[src/rtl/sha1_shift.sv]
`default_nettype none
// ============================================================================
//  Module   : sha1_shift
//  Purpose  : SHA-1 message schedule generator. Holds a 16-word sliding
//             window of the most recent schedule words and produces W[t],
//             either passing the external message word through (load) or
//             computing rotl1(W[t-3] ^ W[t-8] ^ W[t-14] ^ W[t-16]).
//  Ports    : clk    - single clock, rising-edge active
//             rst_n  - asynchronous active-low reset, clears the window
//             en     - 1: out = in (rounds 0..15); 0: out = computed word
//             in     - 32-bit message word, used only when en = 1
//             out    - 32-bit current schedule word W[t]
//  Config   : SHA1SHIFT_OUT_REG_EN - when defined, out is registered (one
//             cycle of latency); the window feedback still uses the
//             unregistered value, so the sequence is only delayed.
//  Revision : 1.0 - initial release
// ============================================================================
module sha1_shift (
   input  logic        clk,
   input  logic        rst_n,
   input  logic        en,
   input  logic [31:0] in,
   output logic [31:0] out
);

   // r_win[0] is W[t-1] (newest), r_win[15] is W[t-16] (oldest).
   logic [31:0] r_win [0:15];

   logic [31:0] w_mix;
   logic [31:0] w_calc;
   logic [31:0] w_next;

   always_comb begin
      w_mix  = r_win[2] ^ r_win[7] ^ r_win[13] ^ r_win[15];
      w_calc = {w_mix[30:0], w_mix[31]};
      w_next = en ? in : w_calc;
   end

   // Head of the window always takes the unregistered schedule word, so the
   // optional output register never changes the sequence itself.
   always_ff @(posedge clk or negedge rst_n) begin
      if (!rst_n) begin
         r_win[0] <= 32'h0000_0000;
      end else begin
         r_win[0] <= w_next;
      end
   end

   // The window shifts every cycle; there is no stall.
   genvar gi;
   generate
      for (gi = 1; gi < 16; gi = gi + 1) begin : g_stage
         always_ff @(posedge clk or negedge rst_n) begin
            if (!rst_n) begin
               r_win[gi] <= 32'h0000_0000;
            end else begin
               r_win[gi] <= r_win[gi-1];
            end
         end
      end
   endgenerate

`ifdef SHA1SHIFT_OUT_REG_EN
   logic [31:0] r_out;

   always_ff @(posedge clk or negedge rst_n) begin
      if (!rst_n) begin
         r_out <= 32'h0000_0000;
      end else begin
         r_out <= w_next;
      end
   end

   assign out = r_out;
`else
   assign out = w_next;
`endif

endmodule
`default_nettype wire

[config.mk]
export PLATFORM = sky130hd
export DESIGN_NAME = sha1_shift
export DESIGN_NICKNAME = d
export VERILOG_FILES = /design/src/rtl/sha1_shift.sv
export SDC_FILE = /design/constraint.sdc
export NUM_CORES = 1
export LEC_CHECK = 0
export ABC_AREA = 1
export CORE_ASPECT_RATIO = 0.9
export CORE_MARGIN = 4
export CORE_UTILIZATION = 45
export DETAILED_ROUTE_END_ITERATION = 6
export PLACE_DENSITY = 0.69
export SKIP_LAST_GASP = 1
export SYNTH_ARGS = -nofsm -noshare
export SYNTH_HDL_FRONTEND = slang
export SYNTH_SLANG_ARGS = --single-unit
[constraint.sdc]
create_clock -name clk -period 2.3 [get_ports clk]
set_clock_uncertainty 0.2 [all_clocks]
set_input_delay 0.69 -clock clk [delete_from_list [all_inputs] [get_ports clk]]
set_output_delay 0.69 -clock clk [all_outputs]
set_load 0.02 [all_outputs]
== Word level (Yosys, flattened, before mapping) ==
Index checks and enable logic that the tools add are counted.

* Multiplexer cells: 1
* Bitwise gates (word level): 3

{| class="wikitable"
|+ Operator list
! operator !! count
|-
| 32-bit bitwise XOR || 3
|-
| 32-bit two-way mux || 1
|}

* Register bits: 512
* Bits of input ports: 35
* Output and inout port bits: 32
* Logic and storage cells: 20

== Logic depth before layout (Yosys ltp) ==
Gate-level depths: netlist of run 1.

* Depth after elaboration: 4
* Mapped depth: 6
* Depth with buffers taken out: 6

== Worst setup path before layout of run 1 ==
OpenSTA, ideal clock, no wires.

* Kind: input -> output
* Start: input port en
* End: output port out[10]
* Data arrival time: 1220 ps
* Data required time: 1410 ps
* Path slack: 190 ps
* Stages: 5
* Buffers on the path: 2
* Path through: buf_6 > inv_8 > buf_12 > nand3_2 > nand2_1

* Longest elaborated chain between the ends: 1

{| class="wikitable"
|+ RTL lines
! what !! line !! source
|-
| from (decl) || 21 || <nowiki>input logic en,</nowiki>
|-
| 32-bit two-way mux || 36 || <nowiki>w_next = en ? in : w_calc;</nowiki>
|-
| to (decl) || 23 || <nowiki>output logic [31:0] out</nowiki>
|}

Every way passes these cells.

== Final worst setup path of run 1 ==
* Start: register r_win[443] in the netlist's numbering
* End: output port out[28]

* Longest elaborated chain between the ends: 4

{| class="wikitable"
|+ RTL lines
! what !! line !! source
|-
| from (decl) || 27 || <nowiki>logic [31:0] r_win [0:15];</nowiki>
|-
| from (signal, indexed assignment) || 57 || <nowiki>r_win[gi] <= r_win[gi-1];</nowiki>
|-
| 32-bit bitwise XOR (3 in a row) || 34 || <nowiki>w_mix = r_win[2] ^ r_win[7] ^ r_win[13] ^ r_win[15];</nowiki>
|-
| 32-bit two-way mux || 36 ||
|}

Every way passes these cells.

==> summary.md, run 1 <==
| Metric | Value |
|---|---|
| Status | finished with violations |
| Violated checks | negative setup slack |
| GRT Total Usage | 0.136 |
| Max stage delay on crit path | 430 ps |
| Routed vias | 7550 |
| Die H | 182 um |
| Clock net sink count | 512 |
| Final TNS setup | -4020 ps |
| Dpl hpwl | 13700 um |
| Most common cell in the netlist | dfrtp_1 |
| Initial antenna violation count | 0 |
| Cell count after synthesis | 1064 |
| Site Rows | 63 |
| Clk slew on worst S/H paths | 60 ps |
| RSZ-0062 raised after global routing | true |
| Max Cap Violations | 0 |
| Post-synthesis sequential area ratio | 0.843 |
| Yosys cell types | 11 |
| Ys async rst share | 1.00 |
| Non-Filler Instances | 1738 |
| Critical Path Start Type | flip-flop |
| # H-tree levels | 2 |
| Largest net degree at the start of global routing | 60 |
| Average cell area after synthesis | 14.3 um^2 |
| Die area | 36800 um^2 |
| I/O Buffers | 66 |
| Clock power frac | 0.357 |
| Top_reg_cell synth | dfrtp_1 |
| Crit path top cell by count | nand2_1 |
| Detail Route Antenna Nets | 0 |
| Leakage | 9.60 nW |
| Max FFs per register | 512 |
| Headroom to the max-slew limit | 0.745 |
| Placed Instances | 1596 |
| Tightest Pin Transition | 383 ps |
| Detailed Route WL | 24100 um |
| Initial Util | 0.459 |
| Most flops, register | r_win |
| Area growth syn-to-layout | 27.0% |
| Via density | 4.34 |
| Sequential Power Share | 0.516 |
| CTS tree | yes |
| Ant diodes | 0 |
| Layout cells sized above 1 | 0.252 |
| Mapped cell area | 15200 um^2 |
| Fin. max-slew vios | 0 |
| Cell Chain, Critical Path | nand2_1, inv_1, nor2_1, nand2_1, nand3_1, nand2_2, buf_6 |
| F_max | 0.392 GHz |
| Cell Pwr Density | 1210 nW/um^2 |
| Flops & latches, synth | 512 |
| Num ports | 67 |
| RePlAce Congestion | 0.708 |
| Clock buffer depth | 3 |
| P_sw | 5.77 mW |
| Top flop regs | r_win (512) |
| Root Buffer | clkbuf_16 |
| Gate power share | 0.127 |
| Peak supply drop | 0.698 mV |
| Final worst slack | -248 ps |
| Clock buffer count from CTS | 49 |
| Final hold slack | 138 ps |
| Synth top area cells | dfrtp_1 (84%), nand2_1 (7.1%), inv_1 (3.2%) |
| WL/cell | 13.9 um |
| Synth warnings | 0 |
| Crit Path Max Fanout | 3 |
| CP arrival | 1660 ps |
| DR iter-0 viols | 297 |
| Post-route cell area | 19300 um^2 |
| Synth top area share | 0.843 |
| DRC | 0 |
| Synthesized Nets | 1099 |
| First drt pass iteration count | 4 |
| Layout Nets | 1315 |
| Top cells by count, synth | dfrtp_1 (512), nand2_1 (288), inv_1 (128) |
| Number of flops mapped to enable cells by yosys | 0 |
| Area of the core | 33100 um^2 |
| WP buf/inv | 2 |
| Slowest cell on crit path | dfrtp_1 |
| Remaining global-route overflow | 0 |
| Dominant cell type by area after synthesis | dfrtp_1 |
| Worst hold path type | flip-flop to flip-flop |
| Final Cycle Share | 1.11 |
| WP data required | 1410 ps |
| Worst-Skew Late Latency | 550 ps |
| Placed cell areas | 16800 um^2 |
| Die W | 202 um |
| Sw frac | 0.247 |
| CP Class | flip-flop to output port |
| Setup violators final | 32 |
| Number of global-route vias before repair | 8197 |
| First-pass GRT wire length | 40600 um |
| Pint | 17.6 mW |
| Worst setup EP type | output port |
| Crit path max-delay family | simple AND/OR/NAND/NOR gates |
| Tmin final | 2550 ps |
| Fin. Hold Viols | 0 |
[final timing paths]
path | slack (ps) | start | cells past startpoint | endpoint
worst max-delay path | -250 | r_win[443] | 7 | out[28]
worst min-delay path | 140 | r_win[63] | 0 | r_win[31]
worst max register to register | 860 | r_win[437] | 8 | r_win[502]
worst min register to register | 140 | r_win[63] | 0 | r_win[31]
max in group asynchronous | 720 | rst_n | 4 | r_win[90]
min in group asynchronous | 440 | rst_n | 2 | r_win[454]
[stage by stage]
step                       util  total power, mW  worst slack (ps)
after floorplan               -             13.1               190
after global placement    0.508             14.3              -592
after detailed placement  0.508             14.5              -611
after CTS                 0.574             23.4              -212
after global routing      0.583             24.6              -357
final                     0.583             23.4              -248
[timing repair]
action / 4_1_cts / 5_1_grt
resized for setup: 236 / 62
cloned: 0 / 0
hold buffers: 1 / 0
pin swaps: 67 / 45
endpoints found under the setup margin: 32 / 32
hold endpoints to repair: 29 / 0
setup buffers: 41 / 13
[area by class of cell]
type                            count  area [um^2]
Inverter                          129          497
Clock inverter                     19          307
Multi-Input combinational cell    416         2090
Clock buffer                       68         1410
Fill cell                        2508        13800
Tap cell                          422          528
Timing Repair Buffer              172         1630
Sequential cell                   512        12800
[power by group through the flow]
stage	combinational (mW)	clock, mW	sequential, mW
after global placement	2.31	0	12.0
after global routing	3.32	8.99	12.3
after CTS	2.81	8.57	12.0
after floorplan	1.38	0	11.8
final	2.97	8.34	12.0
after detailed placement	2.38	0	12.1
[placed cells by master (no fill, tap or decap), types with 2 or more instances in the layout]
cell type	n
clkbuf_8	9
buf_6	31
buf_12	11
bufinv_16	7
xnor2_2	5
nand2_2	43
nand2_1	243
clkbuf_16	50
dfrtp_2	10
nand2_4	2
clkbuf_1	9
nor2_1	27
dfrtp_1	502
clkdlybuf4s50_1	32
nand3_2	15
xnor2_1	27
inv_2	2
inv_1	126
clkinv_2	7
buf_4	95
nor2_2	37
nand3_1	17
[cell families after synthesis]
logic type | after synthesis | share of synthesized area
flops | 512 | 0.843
xor+xnor | 32 | 0.0184
buf+inv | 136 | 0.0374
simple gates | 384 | 0.101
[metal layers]
| metal | share of wire | vias up | wire length [um] | GRT usage |
|---|---|---|---|---|
| met5 | 0 | - | 0 | 0 |
| met4 | 0.018 | 0 | 422 | 0.0369 |
| met3 | 0.035 | 38 | 838 | 0.0275 |
| met2 | 0.46 | 114 | 11200 | 0.208 |
| met1 | 0.48 | 3798 | 11600 | 0.203 |
| li1 | - | 3600 | - | - |
Note: power is estimated with default switching activity, not from simulation.
==> inputs of run 2 (changes only) <==
--- a/config.mk
+++ b/config.mk
@@ -10,6 +10,7 @@
 export CORE_MARGIN = 4
 export CORE_UTILIZATION = 45
 export DETAILED_ROUTE_END_ITERATION = 6
+export GPL_ROUTABILITY_DRIVEN = 1
 export PLACE_DENSITY = 0.69
 export SKIP_LAST_GASP = 1
 export SYNTH_ARGS = -nofsm -noshare
==> results of run 2 <==
Same layout as run 1: the final DEF is identical, and so are final timing and power.
==> inputs of run 3 (changes only) <==
--- a/config.mk
+++ b/config.mk
@@ -11,7 +11,7 @@
 export CORE_UTILIZATION = 45
 export DETAILED_ROUTE_END_ITERATION = 6
 export GPL_ROUTABILITY_DRIVEN = 1
-export PLACE_DENSITY = 0.69
+export PLACE_DENSITY_LB_ADDON = 0.08
 export SKIP_LAST_GASP = 1
 export SYNTH_ARGS = -nofsm -noshare
 export SYNTH_HDL_FRONTEND = slang
==> summary.md, run 3 (synthesis gave the netlist of run 1 again) <==
| Metric | Value |
|---|---|
| DRC | 0 (unchanged) |
| # H-tree levels | 2 (unchanged) |
| Metal-1 WL | 11600 um (about the same) |
| Routed vias | 7566 (+0.21%) |
| CTS tree | yes |
| Min-delay src | r_win[173] |
| Clock buffer count from CTS | 49 (unchanged) |
| Tightest Pin Transition | 360 ps (-23.4 ps) |
| Placed cell areas | 16900 um^2 (+0.58%) |
| Ant diodes | 0 (unchanged) |
| Leakage | 9.64 nW (+0.49%) |
| Clock buffer depth | 3 (unchanged) |
| Final Cycle Share | 1.07 (-0.0353) |
| Worst hold path type | flip-flop to flip-flop |
| Layout cells sized above 1 | 0.264 (+0.0113) |
| WP data required | 1410 ps (about the same) |
| Commonest non-fill, non-tap cells in the layout | dfrtp_1 (507), nand2_1 (244), inv_1 (125), buf_4 (106), clkbuf_16 (49) |
| Worst setup EP type | output port |
| First-pass GRT wire length | 39400 um (-2.8%) |
| GRT Total Usage | 0.133 (-0.00322) |
| Commonest non-fill, non-tap cell in the layout | dfrtp_1 |
| Headroom to the max-slew limit | 0.760 (+0.0156) |
| Crit Reg-Reg Startpoint | r_win[428] |
| Initial Util | 0.459 (unchanged) |
| Most flops, register | r_win |
| DR iter-0 viols | 397 (+34%) |
| Cell Chain, Critical Path | nor2_2, inv_1, nand2_1, nand2_1, nand3_2, nand2_2, buf_6 |
| Area growth syn-to-layout | 27.6% |
| Crit path launch | r_win[286] |
| Clk slew on worst S/H paths | 60 ps (about the same) |
| Max Cap Violations | 0 (unchanged) |
| # fillers | 2629 (+4.8%) |
| WP buf/inv | 2 (unchanged) |
| Number of global-route vias before repair | 7797 (-4.9%) |
| Top flop regs | r_win (512) |
| FF-to-FF path depth | 15 (+7) |
| Violated checks | negative setup slack |
| Tmin final | 2470 ps (-81.3 ps) |
| Crit path depth | 7 (unchanged) |
| WL/cell | 13.4 um (-3.5%) |
| Crit path to | out[31] |
| Final TNS setup | -3450 ps (+574 ps) |
| Detail Route Antenna Nets | 0 (unchanged) |
| Die area | 36800 um^2 (unchanged) |
| Worst-Skew Late Latency | 540 ps (about the same) |
| Remaining global-route overflow | 0 (unchanged) |
| Post-route cell area | 19400 um^2 (+0.47%) |
| Root Buffer | clkbuf_16 |
| Largest net degree at the start of global routing | 71 (+18%) |
| Die H | 182 um (unchanged) |
| Critical Path Start Type | flip-flop |
| Reg-to-reg setup timing slack | 120 ps (-740 ps) |
| RSZ-0062 raised after global routing | true |
| Max stage delay on crit path | 420 ps (about the same) |
| Cell Pwr Density | 1200 nW/um^2 (-1.0%) |
| First drt pass iteration count | 4 (unchanged) |
| Clock net sink count | 512 (unchanged) |
| Register area | 12800 um^2 (about the same) |
| CP Class | flip-flop to output port |
| Site Rows | 63 (unchanged) |
| Setup violators final | 32 (unchanged) |
| Reg2Reg Capture Point | r_win[493] |
| Max FFs per register | 512 (unchanged) |
| Multi-input gate area | 2110 um^2 (+0.84%) |
| F_max | 0.405 GHz (+3.3%) |
| Peak supply drop | 0.590 mV (-16%) |
| Area of the core | 33100 um^2 (unchanged) |
| Num ports | 67 (unchanged) |
| Uppermost layer routed | met4 |
| Final worst slack | -167 ps (+81.3 ps) |
| Die W | 202 um (unchanged) |
| Crit path top cell by count | nand2_1 |
| Slowest cell on crit path | dfrtp_1 |
| Dpl hpwl | 13600 um (-0.38%) |
| Crit Path Max Fanout | 3 (unchanged) |
| Initial antenna violation count | 0 (unchanged) |
| Met3 Routed Length | 983 um (+17%) |
| Crit path max-delay family | simple AND/OR/NAND/NOR gates |
| Worst hold stages | 0 (unchanged) |
| I/O Buffers | 66 (unchanged) |
| Met2 wire length | 10200 um (-9.1%) |
| RePlAce Congestion | 0.689 (-2.7%) |
| CP arrival | 1580 ps (-80 ps) |
| Via density | 4.32 (-0.48%) |
| Fin. max-slew vios | 0 (unchanged) |
| Layout Nets | 1330 (+1.1%) |
| Status | finished with violations |
| Fin. Hold Viols | 0 (unchanged) |
| Detailed Route WL | 23400 um (-2.8%) |
## run 3: where the power goes
group	leakage (nW)	internal, mW	switching (mW)
combinational	2.80	1.53	1.50
clock	0.809	5.00	3.20
sequential	6.04	11.0	0.950
## run 3: final cells by class
type / count / share of cell area
clock buffers: 64 / 0.0713
clock inverters: 20 / 0.0150
multi-input cells: 416 / 0.109
repair buffers: 187 / 0.0908
inverters: 129 / 0.0254
well taps: 422 / 0.0272
flip-flops and latches: 512 / 0.661
## run 3: worst min path at each step
stage	slack, ps	endpoint
after floorplan	130	r_win[0]
after global placement	130	r_win[82]
after detailed placement	130	r_win[143]
after CTS	140	r_win[3]
after global routing	140	r_win[3]
final	130	r_win[141]
## run 3: what timing repair did
item / in CTS / in global routing
resized for setup: 248 / 53
buffers inserted: 40 / 19
endpoints found under the setup margin: 32 / 33
pin swaps: 69 / 53
hold buffers: 1 / 0
hold endpoints to repair: 10 / 0
## run 3: per-stage QoR
stage	std cells	power, mW	hold slack [ps]	setup WS [ps]	utilization
global route	1750	24.5	144	-282	0.585
CTS	1734	23.4	136	-204	0.577
global placement	1609	14.4	131	-666	0.511
detailed placement	1609	14.5	135	-672	0.511
finish	1750	23.2	133	-167	0.585
floorplan	1064	13.1	131	190	-
## run 3: layer usage
| metal | GRT usage | up-vias |
|---|---|---|
| met3 | 0.0309 | 49 |
| met5 | 0 | - |
| met4 | 0.0448 | 0 |
| met2 | 0.188 | 101 |
| met1 | 0.204 | 3802 |
| li1 | - | 3614 |
## run 3: worst reg2reg max path: stages, from the launching register on
cell and delay (ps):
dfrtp_1 410, nor2_2 150, inv_1 50, nand2_1 50, nand2_1 60, nand3_2 80
nand2_2 70, buf_6 120, buf_6 100, buf_6 100, buf_4 120, buf_4 120
buf_4 120, buf_4 120, buf_4 120, buf_4 120
